<file path="src/rtl/framebuffer_write_port.sv">
// Framebuffer write port: toggle-signalled byte write requests are range-checked,
// linearised to a byte address and queued for the framebuffer.
package params;
  localparam int unsigned BYTES_PER_PIXEL = 2;
  localparam int unsigned PIXEL_WIDTH     = 64;
  localparam int unsigned PIXEL_HEIGHT    = 32;
endpackage

package types;
  localparam int unsigned ROW_W = 16;
  localparam int unsigned COL_W = 16;
  typedef logic [ROW_W-1:0] row_addr_t;
  typedef logic [COL_W-1:0] col_addr_t;
endpackage

package calc;
  // At least one select bit so single-byte pixels still have a legal port.
  function automatic int unsigned num_pixelcolorselect_bits(input int unsigned bpp);
    return (bpp <= 1) ? 1 : $clog2(bpp);
  endfunction
endpackage

module framebuffer_write_port #(
  parameter int unsigned  BYTES_PER_PIXEL = params::BYTES_PER_PIXEL,
  parameter int unsigned  PIXEL_WIDTH     = params::PIXEL_WIDTH,
  parameter int unsigned  PIXEL_HEIGHT    = params::PIXEL_HEIGHT,
  parameter int unsigned  FIFO_DEPTH      = 4,
  localparam int unsigned ADDR_W = $clog2(PIXEL_HEIGHT * PIXEL_WIDTH * BYTES_PER_PIXEL),
  localparam int unsigned PSEL_W = calc::num_pixelcolorselect_bits(BYTES_PER_PIXEL)
) (
  input  logic                     clk,
  input  logic                     reset,
  input  types::row_addr_t         row,
  input  types::col_addr_t         column,
  input  logic [PSEL_W-1:0]        pixel,
  input  logic [7:0]               data_in,
  input  logic                     ram_write_enable,
  input  logic                     ram_access_start,
  input  logic                     clear_errors,
  framebuffer_write_port_if.master fb,
  output logic                     overflow,
  output logic                     range_error,
  output logic [15:0]              write_count
);

  localparam int unsigned PTR_W = $clog2(FIFO_DEPTH);
  localparam int unsigned CNT_W = $clog2(FIFO_DEPTH + 1);

  logic              tog_q;
  logic [PTR_W-1:0]  wr_ptr;
  logic [PTR_W-1:0]  rd_ptr;
  logic [CNT_W-1:0]  count;
  logic [ADDR_W-1:0] addr_mem [FIFO_DEPTH];
  logic [7:0]        data_mem [FIFO_DEPTH];

  logic              req_c;
  logic              in_range_c;
  logic              full_c;
  logic              pop_c;
  logic              push_c;
  logic              ovf_set_c;
  logic              rng_set_c;
  logic [ADDR_W-1:0] addr_c;

  // Request decode, address linearisation and queue control.
  always_comb begin
    req_c      = (ram_access_start != tog_q) && ram_write_enable;
    in_range_c = (32'(row) < PIXEL_HEIGHT) && (32'(column) < PIXEL_WIDTH) &&
                 (32'(pixel) < BYTES_PER_PIXEL);
    addr_c     = ADDR_W'((32'(row) * PIXEL_WIDTH + 32'(column)) * BYTES_PER_PIXEL +
                         32'(pixel));
    full_c     = (count == CNT_W'(FIFO_DEPTH));
    pop_c      = (count != '0) && fb.out_ready;
    // A pop frees a slot on the same edge, so a full queue may still accept.
    push_c     = req_c && in_range_c && (!full_c || pop_c);
    ovf_set_c  = req_c && in_range_c && full_c && !pop_c;
    rng_set_c  = req_c && !in_range_c;
  end

  assign fb.out_valid = (count != '0);
  assign fb.out_addr  = addr_mem[rd_ptr];
  assign fb.out_data  = data_mem[rd_ptr];

  // Queue storage carries no reset; it is only observed while out_valid is high.
  always_ff @(posedge clk) begin
    if (push_c) begin
      addr_mem[wr_ptr] <= addr_c;
      data_mem[wr_ptr] <= data_in;
    end
  end

  always_ff @(posedge clk or posedge reset) begin
    if (reset) begin
      tog_q       <= 1'b0;
      wr_ptr      <= '0;
      rd_ptr      <= '0;
      count       <= '0;
      overflow    <= 1'b0;
      range_error <= 1'b0;
      write_count <= '0;
    end else begin
      tog_q <= ram_access_start;
      if (push_c) wr_ptr <= wr_ptr + PTR_W'(1);
      if (pop_c) begin
        rd_ptr      <= rd_ptr + PTR_W'(1);
        write_count <= write_count + 16'(1);
      end
      case ({push_c, pop_c})
        2'b10:   count <= count + CNT_W'(1);
        2'b01:   count <= count - CNT_W'(1);
        default: count <= count;
      endcase
      // A new error in the same cycle as a clear leaves the flag set.
      overflow    <= ovf_set_c | (overflow & ~clear_errors);
      range_error <= rng_set_c | (range_error & ~clear_errors);
    end
  end

endmodule
</file>
<file path="src/rtl/framebuffer_write_port_if.sv">
// Output stream of the framebuffer write port: queue head and its accept handshake.
interface framebuffer_write_port_if #(
  parameter int unsigned ADDR_W = 12
);
  logic              out_valid;
  logic              out_ready;
  logic [ADDR_W-1:0] out_addr;
  logic [7:0]        out_data;

  modport master (output out_valid, output out_addr, output out_data, input out_ready);
  modport slave  (input out_valid, input out_addr, input out_data, output out_ready);
endinterface

</file>
<file path="src/flat_wrapper.sv">
// flat-port wrapper written by rule: the top's interface ports become plain ports
module framebuffer_write_port_flat 
#(
  parameter int unsigned  BYTES_PER_PIXEL = params::BYTES_PER_PIXEL,
  parameter int unsigned  PIXEL_WIDTH     = params::PIXEL_WIDTH,
  parameter int unsigned  PIXEL_HEIGHT    = params::PIXEL_HEIGHT,
  parameter int unsigned  FIFO_DEPTH      = 4,
  localparam int unsigned ADDR_W = $clog2(PIXEL_HEIGHT * PIXEL_WIDTH * BYTES_PER_PIXEL),
  localparam int unsigned PSEL_W = calc::num_pixelcolorselect_bits(BYTES_PER_PIXEL)
)
  (clk, reset, row, column, pixel, data_in, ram_write_enable, ram_access_start, clear_errors, overflow, range_error, write_count, fb_out_valid, fb_out_addr, fb_out_data, fb_out_ready);
  framebuffer_write_port_if fb_i ();
  input  logic clk;
  input  logic reset;
  input  types::row_addr_t row;
  input  types::col_addr_t column;
  input  logic [PSEL_W-1:0] pixel;
  input  logic [7:0] data_in;
  input  logic ram_write_enable;
  input  logic ram_access_start;
  input  logic clear_errors;
  output logic overflow;
  output logic range_error;
  output logic [15:0] write_count;
  output wire logic [$bits(fb_i.out_valid)-1:0] fb_out_valid;
  output wire logic [$bits(fb_i.out_addr)-1:0] fb_out_addr;
  output wire logic [$bits(fb_i.out_data)-1:0] fb_out_data;
  input wire logic [$bits(fb_i.out_ready)-1:0] fb_out_ready;
  assign fb_out_valid = fb_i.out_valid;
  assign fb_out_addr = fb_i.out_addr;
  assign fb_out_data = fb_i.out_data;
  assign fb_i.out_ready = fb_out_ready;
  framebuffer_write_port #(.BYTES_PER_PIXEL(BYTES_PER_PIXEL), .PIXEL_WIDTH(PIXEL_WIDTH), .PIXEL_HEIGHT(PIXEL_HEIGHT), .FIFO_DEPTH(FIFO_DEPTH)) u_core (.clk(clk), .reset(reset), .row(row), .column(column), .pixel(pixel), .data_in(data_in), .ram_write_enable(ram_write_enable), .ram_access_start(ram_access_start), .clear_errors(clear_errors), .fb(fb_i), .overflow(overflow), .range_error(range_error), .write_count(write_count));
endmodule
</file>
<file path="config.mk">
export PLATFORM = sky130hd
export DESIGN_NAME = framebuffer_write_port_flat
export DESIGN_NICKNAME = d
export VERILOG_FILES = /design/src/rtl/framebuffer_write_port.sv /design/src/rtl/framebuffer_write_port_if.sv /design/src/flat_wrapper.sv
export SDC_FILE = /design/constraint.sdc
export NUM_CORES = 1
export LEC_CHECK = 0
export CAP_MARGIN = 25
export CORE_ASPECT_RATIO = 0.8
export CORE_UTILIZATION = 55
export DETAILED_ROUTE_END_ITERATION = 10
export PLACE_DENSITY = 0.83
export RECOVER_POWER = 100
export SYNTH_ARGS = -nofsm -noshare
export SYNTH_HDL_FRONTEND = slang
export SYNTH_SLANG_ARGS = --single-unit
</file>
<file path="constraint.sdc">
create_clock -name clk -period 3.8 [get_ports clk]
set_input_delay 0.95 -clock clk [delete_from_list [all_inputs] [get_ports clk]]
set_output_delay 0.95 -clock clk [all_outputs]
set_load 0.02 [all_outputs]
</file>
Word-level counts from Yosys, hierarchy flattened
Memory sizes are Yosys's and may differ from the RTL's. Index checks and enable logic that the tools add are counted.

Add/subtract/negate cells: 7. Bitwise operators: 5. Magnitude comparators: 2. Reductions and logical operators: 14. Mux-type cells: 3. Eq/ne operators: 4.

Operator list (number): 16-bit by 1-bit adder with 16-bit output, second input constant (1); 16-bit by 6-bit less-than comparator with 1-bit output, second input constant (1); 16-bit by 7-bit less-than comparator with 1-bit output, second input constant (1); 12-bit by 1-bit adder with 12-bit output (1); 11-bit adder (1); 1-bit logical AND (8); 3-bit one-hot mux with 2 select lines (1); 2-bit by 1-bit adder with 2-bit output, second input constant (2); 3-bit by 1-bit adder with 3-bit output, second input constant (1); 3-bit equality test, second input constant (1); 1-bit zero test (3); 3-bit nonzero test (1); 3-bit by 1-bit subtractor with 3-bit output, second input constant (1); 1-bit bitwise AND (2); 2-bit by 1-bit equality test with 1-bit output, second input constant (1); 2-bit equality test, second input constant (1); 1-bit two-way mux (2); 1-bit OR (2); 2-bit nonzero test (1); 1-bit logical OR (1); 1-bit != test (1); 1-bit NOT (1).

RAM bits: 80. Logic and storage cells: 44. Bits in registers: 26. Bits of input ports: 47. Output and inout bits: 39. Memories: 2.

Memory list: u_core.addr_mem (depth 4, width 12, read ports 1, clocked after Yosys merged registers in 0, write ports 1, line framebuffer_write_port.sv:53) `logic [ADDR_W-1:0] addr_mem [FIFO_DEPTH];`; u_core.data_mem (depth 4, width 8, read ports 1, clocked after Yosys merged registers in 0, write ports 1, line framebuffer_write_port.sv:54) `logic [7:0] data_mem [FIFO_DEPTH];`.

Depth between registers and ports, before layout
Gate-level depths: netlist of run 1.

Word-level depth: 6. Mapped depth: 10. Mapped depth without buffers: 9.

Least setup slack after synthesis of run 1
Ideal clock, no wire load.

Path kind: input -> register. Start point: in row[6]. End point: reg u_core.count[2]. Slack: 1088 ps. Stages on the path: 9. Data arrival time: 2589 ps. Buffers on the path: 0. Required time: 3677 ps. Library setup time: 123 ps. Cells stage by stage: nor4_2 > nand4_2 > o31ai_1 > inv_1 > fa_1 > nor2_1 > o31a_2 > a31oi_1 > xnor2_1.

Longest elaborated chain between the ends: 6. Elaborated cells between the ends (all ways): 8. Those cells by class: 1 x order compare; 2 x eq/ne; 1 x mux; 4 x reduce/logical.

RTL lines: from (decl) (line flat_wrapper.sv:15) `input types::row_addr_t row;`; 16-bit by 6-bit less-than comparator with 1-bit output (*) (line framebuffer_write_port.sv:68) `in_range_c = (32'(row) < PIXEL_HEIGHT) && (32'(column) < PIXEL_WIDTH) &&`; 1-bit logical AND (*) (line framebuffer_write_port.sv:68); 1-bit logical AND (*) (2 in a row) (line framebuffer_write_port.sv:75) `push_c = req_c && in_range_c && (!full_c || pop_c);`; 2-bit by 1-bit equality test with 1-bit output / 2-bit equality test (equally long branches) (line framebuffer_write_port.sv:108) `case ({push_c, pop_c})`; 3-bit one-hot mux with 2 select lines / 2-bit nonzero test (equally long branches); to (signal assigned) (line framebuffer_write_port.sv:109) `2'b10: count <= count + CNT_W'(1);`; to (signal assigned) (line framebuffer_write_port.sv:110) `2'b01: count <= count - CNT_W'(1);`; to (signal assigned) (line framebuffer_write_port.sv:111) `default: count <= count;`; to (decl) (line framebuffer_write_port.sv:52) `logic [CNT_W-1:0] count;`.

Mark *: on every way between the ends. The rest lies on a longest branch, timed or not. A chain may end at the register's enable or synchronous reset.

Worst setup path after layout of run 1
Start point: reg u_core.rd_ptr[1]. End point: out fb_out_data[4].

Longest elaborated chain between the ends: 1.

RTL lines: from (decl) (line framebuffer_write_port.sv:51) `logic [PTR_W-1:0] rd_ptr;`; from (signal assigned) (line framebuffer_write_port.sv:105) `rd_ptr <= rd_ptr + PTR_W'(1);`; memory read 4 x 8 bit; to (decl) (line flat_wrapper.sv:27) `output wire logic [$bits(fb_i.out_data)-1:0] fb_out_data;`.

Every way passes these cells.

==> impl_metrics.csv, run 1 <==
group,metric,value,unit
clock_network,tritoncts.num_buffers,9,
synth,synthAdderAreaFrac,3.51,%
sta,setup_ws,542,ps
clock_network,cts-root-buf,"clkbuf_8",
setup_path,r2r_cells,9,
final_layout,diodes,0,
sta,fin_crit_sh,85.7,%
power,p_total,0.00300,W
clock_network,clkLatencyLatePin,350,ps
outcome,status,"finished clean",
floorplanning,fp-row-count,28,
clock_network,cts_sinks,106,
global_routing,grt_max_degree,27,
synth,synth_compound_area_share,2.07,%
setup_path,crit_required,2850,ps
worst_hold_path,hold_class,"reg -> reg",
floorplanning,pin_count,86,
sta,fmax,0.307,GHz
sta,max_slew_margin,12.6,%
clock_network,cts_setup_buffers,0,
final_layout,layout.nets,389,
clock_network,cts_buffer_depth,2,
placed_design,pre_cts_slack,445,ps
sta,fin_setup_tns,0,ps
route,first_pass_iters,4,
placed_design,placed_cell_area,5330,um2
floorplanning,die_h,81.5,um
floorplanning,dieArea,8260,um2
sta,fin_skew,15.2,ps
power,vdd_drop_max,0.267,mV
final_layout,finish.instance_area,5500,um2
placed_design,io_buffer_count,85,
synth,yosysUniqueCellTypes,37,
route,first_iter_violations,60,
synth,ys.flop_type,"edfxtp_1",
synth,synth.avg_cell_area,18.4,um2
synth,synth_top_family_by_area,"multiplexers",
clock_network,hold_buffers,0,
global_routing,first_global_vias,2351,
job,cap_violations,0,
synth,synth-edff-count,80,
sta,min_period,3260,ps
synth,muxShareOfSynthArea,11.0,%
synth,synth_cells,236,
power,power_density,546,nW/um2
route,via_per_inst,5.30,
synth,synth_warnings,0,
setup_path,path_class,"reg -> out",
setup_path,end_kind,"primary output",
sta,drv_slew,0,
synth,synth_simple_gate_area_share,6.82,%
sta,rsz0062_at_grt,"no",
route,wl,7.22,mm
placed_design,dp_hpwl,5.12,mm
sta,finalHoldViolations,0,
worst_hold_path,hold_path_depth,1,
route,drc,0,
global_routing,grt_pass1_wl,11.2,mm
final_layout,area_delta_synth_final,26.4,%
route,wire_per_inst,16.4,um
final_layout,drive_gt1_share,13.7,%
clock_network,clk_pin_slew_worst_paths,90,ps
synth,synth_xor_area_share,5.04,%
synth,netlist_area,4350,um2
floorplanning,core-area,7530,um2
route,via_count,2337,
synth,async_reset_ff_share,24.5,%
clock_network,htree_levels,3,
sta,tightestPinTransition,1310,ps
synth,ys_seq_area_share,70.2,%
setup_path,startpoint_type,"flop",
sta,setup_viol,0,
clock_network,cts_resized,0,
setup_path,critPathArrivalTime,2310,ps
floorplanning,start_util,57.7,%
global_routing,grt_usage,18.6,%
clock_network,cts_tree,"built",
placed_design,gp_congestion,0.721,
synth,synth-seq-cells,106,
global_routing,grt-ovfl-total,0,
setup_path,crit_fanout,12,
floorplanning,die_w,101,um
global_routing,antenna_found_initial,0,
power,leakage,2.00,nW
synth,synth_fp_nets,294,
route,ant_nets,0,
[cells by family (layout without fill, tap and decap cells)]
| kind of cell | after synthesis | in the layout |
|---|---|---|
| multiplexers | 22 | 22 |
| flip-flops | 106 | 106 |
| buffers and inverters | 15 | 115 |
| adder cells (fa/ha/maj) | 11 | 11 |
| AND/OR/NAND/NOR | 46 | 46 |
| AO/OA/AOI/OAI | 11 | 11 |
| XOR/XNOR | 25 | 25 |
[worst max-delay path, stage by stage (launching register included)]
cell,delay [ps]
dfrtp_1,690
buf_4,290
mux4_2,320
dlygate4sd3_1,660
[metrics by stage]
stage               hold slack (ps)  utilization [%]  instances
global placement                462             70.8        424
detailed placement              469             70.8        424
CTS                             481             73.2        440
finish                          474             73.0        441
global route                    512             73.0        441
floorplan                       492                -        236
[cell usage in the layout (no fill, tap or decap), drive strengths merged, types with 2 or more instances in the layout]
| cell | n |
|---|---|
| clkdlybuf4s50 | 28 |
| edfxtp | 80 |
| xor2 | 6 |
| ha | 9 |
| dfrtp | 26 |
| nor4 | 5 |
| a21o | 2 |
| nand3 | 4 |
| clkbuf | 13 |
| nor2 | 7 |
| mux2 | 2 |
| inv | 10 |
| and4 | 2 |
| xnor2 | 19 |
| mux4 | 20 |
| buf | 2 |
| nor3 | 2 |
| nand4 | 5 |
| o31ai | 2 |
| nand2 | 11 |
| a21oi | 2 |
| clkinv | 2 |
| clkinvlp | 2 |
| fa | 2 |
| and2 | 6 |
| dlygate4sd3 | 57 |
[sequential cells by signal, summed over array words and instances, names as in the netlist, 2 cells and up]
name,count
u_core.rd_ptr,2
u_core.data_mem,32
u_core.addr_mem,48
u_core.write_count,16
u_core.count,3
u_core.wr_ptr,2
[cell type report]
class,instances,area (um2)
clock buffer,11,131
clock inverter,5,55.1
fill,477,2040
inverter,10,37.5
multi-input combinational,115,1210
sequential,106,3050
tap,105,131
timing repair buffer,89,873
[per-layer routing]
metal | up-vias | GRT usage [%] | wire (um)
li1 | 1095 | - | -
met4 | 0 | 4.78 | 73
met2 | 82 | 32.0 | 3640
met5 | - | 0 | 0
met3 | 7 | 5.19 | 381
met1 | 1153 | 23.8 | 3130
[synth_stat cells, types with 2 or more instances]
cell       n  area (um2)
a21o_1     2        15.0
a21oi_1    2        10.0
and2_1     2        12.5
and2_2     4        30.0
and4_1     2        17.5
buf_2      2        10.0
clkbuf_1   3        11.3
dfrtp_1   26         651
edfxtp_1  80        2400
fa_1       2        40.0
ha_1       9         113
inv_1     10        37.5
mux4_2    20         450
nand2_1   11        41.3
nand3_1    4        20.0
nand4_1    4        25.0
nor2_1     7        26.3
nor3_1     2        10.0
nor4_2     2        25.0
nor4_4     2        42.5
xnor2_1   19         166
xor2_1     6        52.6
[report_power, final]
part / switching [W] / leakage, nW / internal (W)
registers: 0.0000857 / 1.05 / 0.00131
clock network: 0.000340 / 0.0893 / 0.000303
logic: 0.000456 / 0.857 / 0.000507
total: 0.000882 / 2.00 / 0.00212
[final timing paths]
kind / from / to / slack (ps)
max reg2reg: u_core.count[0] / u_core.count[2] / 1450
min reg2reg: u_core.write_count[15] / u_core.write_count[15] / 470
min: u_core.write_count[15] / u_core.write_count[15] / 470
min in group asynchronous: reset / u_core.write_count[0] / 870
max in group asynchronous: reset / u_core.rd_ptr[0] / 1520
max: u_core.rd_ptr[1] / fb_out_data[4] / 540
(Power assumes the default switching activity.)
==> inputs of run 2 (changes only) <==
--- a/config.mk
+++ b/config.mk
@@ -7,9 +7,11 @@
 export LEC_CHECK = 0
 export CAP_MARGIN = 25
 export CORE_ASPECT_RATIO = 0.8
-export CORE_UTILIZATION = 55
+export CORE_UTILIZATION = 51
+export CTS_CLUSTER_SIZE = 16
 export DETAILED_ROUTE_END_ITERATION = 10
-export PLACE_DENSITY = 0.83
+export GPL_TIMING_DRIVEN = 0
+export PLACE_DENSITY = 0.78
 export RECOVER_POWER = 100
 export SYNTH_ARGS = -nofsm -noshare
 export SYNTH_HDL_FRONTEND = slang
==> constraint.sdc (replaced) <==
create_clock -name clk -period 3.1 [get_ports clk]
set_input_delay 0.775 -clock clk [delete_from_list [all_inputs] [get_ports clk]]
set_output_delay 0.775 -clock clk [all_outputs]
set_load 0.02 [all_outputs]
==> impl_metrics.csv, run 2 (synthesized netlist as in run 1, its figures left out) <==
group,metric,value,unit
final_layout,drive_gt1_share,15.1,%
final_layout,largest_register_ffs,48,
route,first_iter_violations,109,
outcome,status,"finished clean",
placed_design,io_buffer_count,85,
global_routing,grt-ovfl-total,0,
setup_path,startpoint_type,"flop",
sta,tightestPinTransition,1030,ps
setup_path,crit_chain,"clkbuf_1 > mux4_2 > clkdlybuf4s50_1",
floorplanning,dieArea,8900,um2
global_routing,grt_max_degree,27,
placed_design,dp_hpwl,5.17,mm
sta,fin_setup_tns,0,ps
clock_network,clk_pin_slew_worst_paths,100,ps
floorplanning,core-area,8090,um2
setup_path,cpPeakStageDelay,550,ps
final_layout,top_regs,"u_core.addr_mem (48), u_core.data_mem (32), u_core.write_count (16)",
clock_network,tritoncts.num_buffers,9,
final_layout,fillers,551,
final_layout,final_cell_mix,"edfxtp_1, clkdlybuf4s50_1, dlygate4sd3_1",
floorplanning,die_w,105,um
job,cap_violations,0,
final_layout,regArea,3050,um2
sta,min_period,2980,ps
floorplanning,fp-row-count,29,
clock_network,cts_buffer_depth,2,
final_layout,layout_commonest_cell,"edfxtp_1",
global_routing,antenna_found_initial,0,
sta,fin_crit_sh,96.2,%
power,power_density,677,nW/um2
clock_network,cts-root-buf,"clkbuf_8",
clock_network,cts_tree,"built",
route,via_count,2346,
setup_path,path_class,"reg -> out",
setup_path,critPathArrivalTime,2210,ps
floorplanning,pin_count,86,
global_routing,first_global_vias,2438,
setup_path,crit_fanout,10,
route,first_pass_iters,6,
final_layout,layout.nets,391,
placed_design,pre_cts_slack,-260,ps
floorplanning,start_util,53.7,%
power,leakage,2.01,nW
sta,finalHoldViolations,0,
sta,setup_ws,118,ps
sta,drv_slew,0,
clock_network,htree_levels,3,
final_layout,finalNonFillerCells,447,
sta,fin_skew,11.2,ps
route,via_per_inst,5.25,
power,vdd_drop_max,0.273,mV
setup_path,end_kind,"primary output",
route,ant_nets,0,
clock_network,cts_sinks,106,
setup_path,crit_required,2320,ps
route,wl,7.37,mm
placed_design,gp_congestion,0.728,
sta,hold_ws,476,ps
clock_network,hold_buffers,0,
final_layout,area_delta_synth_final,27.1,%
final_layout,top_register,"u_core.addr_mem",
sta,rsz0062_at_grt,"no",
setup_path,cpMaxStageDelayCell,"clkdlybuf4s50_1",
sta,max_slew_margin,30.7,%
floorplanning,die_h,84.6,um
clock_network,clkLatencyLatePin,360,ps
route,wire_per_inst,16.5,um
power,p_total,0.00374,W
route,drc,0,
worst_hold_path,hold_class,"reg -> reg",
final_layout,multi_input_area,1230,um2
placed_design,place_inst,429,
setup_path,path_buf_inv,2,
global_routing,grt_usage,18.6,%
clock_network,cts_setup_buffers,0,
sta,fmax,0.335,GHz
global_routing,grt_pass1_wl,12.3,mm
setup_path,crit_family,"buffers and inverters",
sta,setup_viol,0,
-- run 2: cell types whose count changed in the layout (fill, tap and decap cells not counted), moves of 2 or more --
cell             before  now
clkdlybuf4s50_1      28   46
buf_4                 2    0
buf_6                 0    2
inv_6                 0    5
clkinvlp_4            2    0
dlygate4sd3_1        57   39
-- run 2: final timing paths --
check	cells after the start	endpoint	startpoint	slack, ps
max	3	fb_out_data[7]	u_core.rd_ptr[1]	120
min	1	u_core.write_count[15]	u_core.write_count[15]	480
max reg2reg	10	u_core.count[2]	u_core.count[0]	760
min reg2reg	1	u_core.write_count[15]	u_core.write_count[15]	480
max in group asynchronous	3	u_core.write_count[2]	reset	1060
min in group asynchronous	2	u_core.write_count[1]	reset	790
-- run 2: final cells by class --
cell class / instances / area share (%)
multi-input cells: 115 / 22.2
inverters: 10 / 0.679
repair buffers: 86 / 15.5
clock buffers: 9 / 2.24
diodes: 1 / 0.0453
plain buffers: 5 / 0.634
well taps: 108 / 2.45
clock inverters: 7 / 1.04
flip-flops and latches: 106 / 55.3
-- run 2: report_power, final --
part / switching, W / internal (W)
logic: 0.000592 / 0.000672
clock network: 0.000470 / 0.000307
registers: 0.0000930 / 0.00161
-- run 2: metrics by stage --
| step | util (%) | instance area [um2] |
|---|---|---|
| 3_5_place_dp | 65.9 | 5330 |
| 5_1_grt | 68.3 | 5520 |
| 6_report | 68.3 | 5530 |
| 4_1_cts | 68.1 | 5510 |
| 2_1_floorplan | - | 4350 |
| 3_3_place_gp | 65.9 | 5330 |
-- run 2: metal layers --
layer  vias to the layer above  wire length, um  GRT usage (%)  part of all wire (%)
li1                       1103                -              -                     -
met1                      1160             3300           25.5                    45
met2                        76             3540           29.1                    48
met3                         7              447           6.06                   6.1
met4                         0               74           4.61                   1.0
met5                         -                0              0                     0
-- run 2: what timing repair did --
action,in CTS,in global routing
gates resized for setup,0,8
endpoints found under the hold margin,0,0
endpoints found under the setup margin,17,18
==> inputs of run 3 (changes only) <==
--- a/config.mk
+++ b/config.mk
@@ -13,6 +13,7 @@
 export GPL_TIMING_DRIVEN = 0
 export PLACE_DENSITY = 0.78
 export RECOVER_POWER = 100
+export SKIP_CTS_REPAIR_TIMING = 1
 export SYNTH_ARGS = -nofsm -noshare
 export SYNTH_HDL_FRONTEND = slang
 export SYNTH_SLANG_ARGS = --single-unit
==> results of run 3 <==
The final DEF is identical to that of run 2; final timing and power are the same.
